File: src/rtl/snooze_countdown.sv
// Snooze countdown timer: loads M:00 and counts down in BCD once per prescaled tick.
// A three-state FSM (IDLE/RUN/DONE) flags expiry with a one-cycle registered pulse.
module snooze_countdown #(
    parameter int TICK_DIV = 50_000_000,
    parameter int PRE_W    = 26
) (
    input  logic       clk,
    input  logic       rst_n,
    input  logic       start,
    input  logic       cancel,
    input  logic [3:0] load_min,
    output logic [3:0] min,
    output logic [3:0] sec_tens,
    output logic [3:0] sec_ones,
    output logic       running,
    output logic       done,
    output logic       expired
);

    localparam logic [1:0] IDLE = 2'd0;
    localparam logic [1:0] RUN  = 2'd1;
    localparam logic [1:0] DONE = 2'd2;

    localparam logic [PRE_W-1:0] PRE_LAST = PRE_W'(TICK_DIV - 1);

    logic [1:0]       state, state_nx;
    logic [PRE_W-1:0] pre, pre_nx;
    logic [3:0]       min_nx, tens_nx, ones_nx;
    logic [3:0]       load_clamped;
    logic             borrow_ones, borrow_tens;

    assign load_clamped = (load_min > 4'd9) ? 4'd9 : load_min;

    always_comb begin
        // NOTE: every signal gets a default first so no path leaves it unassigned (no latch).
        state_nx    = state;
        pre_nx      = pre;
        min_nx      = min;
        tens_nx     = sec_tens;
        ones_nx     = sec_ones;
        borrow_ones = 1'b0;
        borrow_tens = 1'b0;

        if (cancel) begin
            state_nx = IDLE;
            pre_nx   = '0;
            min_nx   = 4'd0;
            tens_nx  = 4'd0;
            ones_nx  = 4'd0;
        end else if (start) begin
            // Reload wins over any tick on the same edge.
            state_nx = (load_clamped == 4'd0) ? DONE : RUN;
            pre_nx   = '0;
            min_nx   = load_clamped;
            tens_nx  = 4'd0;
            ones_nx  = 4'd0;
        end else if (state == RUN) begin
            if (pre == PRE_LAST) begin
                pre_nx      = '0;
                borrow_ones = (sec_ones == 4'd0);
                ones_nx     = borrow_ones ? 4'd9 : sec_ones - 4'd1;
                if (borrow_ones) begin
                    borrow_tens = (sec_tens == 4'd0);
                    tens_nx     = borrow_tens ? 4'd5 : sec_tens - 4'd1;
                    if (borrow_tens) begin
                        min_nx = min - 4'd1;
                    end
                end
                // RUN never holds 0:00, so reaching it here is the expiry edge.
                if (min_nx == 4'd0 && tens_nx == 4'd0 && ones_nx == 4'd0) begin
                    state_nx = DONE;
                end
            end else begin
                pre_nx = pre + PRE_W'(1);
            end
        end
    end

    // Status outputs are registered from the next state so they come straight from flops.
    always_ff @(posedge clk or negedge rst_n) begin
        if (!rst_n) begin
            state    <= IDLE;
            pre      <= '0;
            min      <= 4'd0;
            sec_tens <= 4'd0;
            sec_ones <= 4'd0;
            running  <= 1'b0;
            done     <= 1'b0;
            expired  <= 1'b0;
        end else begin
            // NOTE: non-blocking assignments so every flop samples pre-edge values.
            state    <= state_nx;
            pre      <= pre_nx;
            min      <= min_nx;
            sec_tens <= tens_nx;
            sec_ones <= ones_nx;
            running  <= (state_nx == RUN);
            done     <= (state_nx == DONE);
            expired  <= (state_nx == DONE) && (state != DONE);
        end
    end

endmodule

File: config.mk
export PLATFORM = sky130hd
export DESIGN_NAME = snooze_countdown
export DESIGN_NICKNAME = d
export VERILOG_FILES = /design/src/rtl/snooze_countdown.sv
export SDC_FILE = /design/constraint.sdc
export NUM_CORES = 1
export LEC_CHECK = 0
export ABC_AREA = 1
export CAP_MARGIN = 5
export CORE_AREA = 10 10 85 87
export CTS_BUF_LIST = sky130_fd_sc_hd__clkbuf_8
export DETAILED_ROUTE_END_ITERATION = 10
export DIE_AREA = 0 0 95 97
export SLEW_MARGIN = 20
export SYNTH_ARGS = -nofsm -noshare
export SYNTH_HDL_FRONTEND = slang
export SYNTH_SLANG_ARGS = --single-unit
File: constraint.sdc
create_clock -name clk -period 2 [get_ports clk]
set_input_delay 0.4 -clock clk [delete_from_list [all_inputs] [get_ports clk]]
set_output_delay 0.4 -clock clk [all_outputs]
set_load 0.02 [all_outputs]
==> metrics.md <==
| Metric | Value |
|---|---|
| Outcome | finished clean |
| Cell type contributing the most total cell area after synthesis | sky130_fd_sc_hd__dfrtp_1 |
| CP max stage cell | sky130_fd_sc_hd__clkdlybuf4s50_1 |
| Nets | 370 |
| Number of warning messages in the yosys log | 0 |
| Number of antenna violations at the first check in global routing | 0 |
| Clock latency on the worst-skew pair | 0.30 ns |
| Element type at the critical path end | primary output |
| Share of flip-flops with an asynchronous set or reset after synthesis | 1.00 |
| Largest cells by area after synthesis | sky130_fd_sc_hd__dfrtp_1, sky130_fd_sc_hd__nand2_1, sky130_fd_sc_hd__inv_1 |
| Static Leak | 1.43 nW |
| Distinct cells, synth | 35 |
| Starting utilization of the core area | 0.456 |
| # setup viols final | 0 |
| Number of register bits inferred by synthesis | 43 |
| Aggregate routed wire length | 5790 um |
| Transition time at the pin with the least slew margin | 0.502 ns |
| Max Buffers Root-to-Sink | 2 |
| Net count after synthesis | 330 |
| GRT Total Usage | 0.135 |
| Die H | 97 um |
| Critical-path maximum fanout | 5 |
| Post-placement worst setup slack | -0.0718 ns |
| Number of buffers inserted during clock tree synthesis | 5 |
| Crit-path leading delay family | buffers and inverters |
| Final-report hold violation count | 0 |
| CP Data Arrival Time | 1.41 ns |
| Critical Path, Cell by Cell | clkdlybuf4s50_1 |
| Vias in the first global route | 2,173 |
| Clock net sink count | 43 |
| Largest net degree at the start of global routing | 24 |
| Commonest cells in the netlist | sky130_fd_sc_hd__nand2_1, sky130_fd_sc_hd__inv_1, sky130_fd_sc_hd__dfrtp_1, sky130_fd_sc_hd__nor2_1, sky130_fd_sc_hd__o21ai_0 |
| Post-Syn Instances | 320 |
| Total iterations of the first detailed-routing run | 4 |
| H-tree Lvls | 2 |
| Primary FF master, synth | sky130_fd_sc_hd__dfrtp_1 |
| Endpoint of the lowest-slack register-to-register path | running$_DFF_PN0_ |
| Number of violations reported at the end of detailed-routing iteration 0 | 176 |
| Floorplan core area | 5470 um2 |
| Reg2Reg Launch Point | sec_ones[0]$_DFFE_PN0P_ |
| Number of vias in the routed layout | 2,215 |
| Post-Syn Area per Cell | 7.80 um2 |
| Buffers plus inverters on the worst setup path | 1 |
| CP Data Required Time | 1.60 ns |
| Width of the die | 95 um |
| Max-cap violation count | 0 |
| Row Count | 27 |
| Clock Pin Slew Worst Setup and Hold Paths | 0.09 ns |
| Worst reg-to-reg setup slack | 0.23 ns |
| Routability congestion estimate from global placement | 0.868 |
| First-pass GRT wire length | 10,400 um |
| Sort of element at the start of the critical path | flip-flop |
| Worst slew margin | 0.666 |
| Placed cell count | 425 |
| Number of buffers added to fix hold violations after cts | 0 |
| Count of fill cells added during filler insertion | 547 |
| Count leader, synth | sky130_fd_sc_hd__nand2_1 |
| Layout cells sized above 1 | 0.152 |
| Clock tree from TritonCTS | yes |
| Classification of the worst setup path | reg -> out |
| Total overflow reported by the global router | 0 |
| Type of the most critical hold path | in -> async |
| Part of the cycle the worst path needs | 0.905 |
| Unrepaired setup endpoints after global routing | no |
| Estimated wirelength of the detail-placed design | 4450 um |
| Fin. max-slew vios | 0 |
| Minimum clock period after layout | 1.81 ns |
| Number of port buffers | 22 |
| Sequential fraction of the synthesis area | 0.431 |
| Antenna diode instance count | 0 |
| Worst Clk Skew | 0.00494 ns |
| Worst ir drop on vdd | 0.324 mV |
| Remaining routing DRC violations | 0 |
| Cell area power density | 589 nW/um2 |
| Synthesis-to-layout area growth | 20.3% |
| Slowest stage delay, CP | 0.65 ns |
| Number of cells on the worst reg-to-reg path | 12 |
| Number of primary I/O pins | 23 |
| Routed via count divided by cell count | 5.12 |
| Post-synth EDFFs | 0 |
| Layout Cells excl Fill | 433 |
| Clock root buffer | sky130_fd_sc_hd__clkbuf_8 |
| Setup slack of the critical path after layout | 0.191 ns |
| Achievable Freq | 0.553 GHz |
| Post-CTS Repair Setup Buffers | 0 |
| Wire length per cell | 13.4 um |
| Die Footprint | 9220 um2 |
| Proportion of netlist area held by the largest area contributor | 0.431 |
| Number of routed nets with antenna violations | 0 |
| Netlist Area Pre-Place | 2490 um2 |
-- sequential cells by signal, summed over array words and instances (netlist names) --
name      flops
done          1
expired       1
min           4
pre          26
running       1
sec_ones      4
sec_tens      4
state         2
-- placed cells by master (no fill, tap or decap), types with 8 or more instances in the layout --
cell and count:
sky130_fd_sc_hd__nand2_1 54, sky130_fd_sc_hd__inv_1 52, sky130_fd_sc_hd__dfrtp_1 42, sky130_fd_sc_hd__nor2_1 35, sky130_fd_sc_hd__o21ai_0 21, sky130_fd_sc_hd__clkdlybuf4s50_1 21, sky130_fd_sc_hd__a21oi_1 20, sky130_fd_sc_hd__nand3_1 16
sky130_fd_sc_hd__nor3_1 13, sky130_fd_sc_hd__buf_4 13, sky130_fd_sc_hd__xor2_1 9, sky130_fd_sc_hd__nor2_2 8
-- worst max-delay path by stage --
stage,cells after the start,slack (ns),endpoint,start
floorplan,12,0.33,running$_DFF_PN0_,sec_ones[0]$_DFFE_PN0P_
global placement,9,-0.03,pre[22]$_DFFE_PN0P_,cancel
detailed placement,9,-0.07,pre[22]$_DFFE_PN0P_,cancel
CTS,1,0.09,sec_ones[0],sec_ones[0]$_DFFE_PN0P_
global route,8,0.02,pre[16]$_DFFE_PN0P_,pre[0]$_DFFE_PN0P_
finish,1,0.19,sec_ones[1],sec_ones[1]$_DFFE_PN0P_
-- metal layers --
layer	global-route usage	share of wire	vias up
li1	-	-	1110
met1	0.190	0.51	1044
met2	0.195	0.43	57
met3	0.0362	0.053	4
met4	0.0378	0.0088	0
met5	0	0	-
-- final cells by class --
class	instances	area, um2	area share
Sequential cell	43	1080	0.359
Timing Repair Buffer	36	333	0.111
Tap cell	72	90.1	0.0300
Clock buffer	7	96.3	0.0321
Clock inverter	1	7.51	0.00250
Inverter	55	206	0.0688
Multi-Input combinational cell	219	1190	0.397
-- where the power goes --
group	switching, mW	total [mW]	leakage [nW]	internal, mW
Combinational	0.143	0.239	0.789	0.0964
Clock	0.314	0.629	0.0505	0.315
Sequential	0.0140	0.900	0.591	0.886
-- stage by stage --
stage / total power [mW] / setup TNS (ns) / instance area, um2 / utilization / hold WS, ns
2_1_floorplan: 1.05 / 0 / 2490 / - / 0.104
3_3_place_gp: 1.16 / -0.0494 / 2890 / 0.529 / 0.411
3_5_place_dp: 1.16 / -0.289 / 2890 / 0.529 / 0.405
4_1_cts: 1.79 / 0 / 3000 / 0.548 / 0.0789
5_1_grt: 1.86 / 0 / 3000 / 0.548 / 0.0915
6_report: 1.77 / 0 / 3000 / 0.548 / 0.0596
-- what timing repair did --
action | in CTS | in global routing
gates resized for setup | 0 | 2
hold endpoints to repair | 0 | 0
setup endpoints to repair | 0 | 1
-- cells by family (layout without fill, tap and decap cells) --
| family | Yosys count | in the layout | synth area share |
|---|---|---|---|
| simple gates | 152 | 152 | 0.308 |
| xor+xnor | 9 | 9 | 0.0316 |
| compound gates | 55 | 55 | 0.123 |
| buf+inv | 58 | 99 | 0.0923 |
| fa+ha+maj | 2 | 2 | 0.0100 |
| mux | 1 | 1 | 0.00401 |
| flops | 43 | 43 | 0.431 |
No activity file was read; power rests on OpenSTA's default activity.
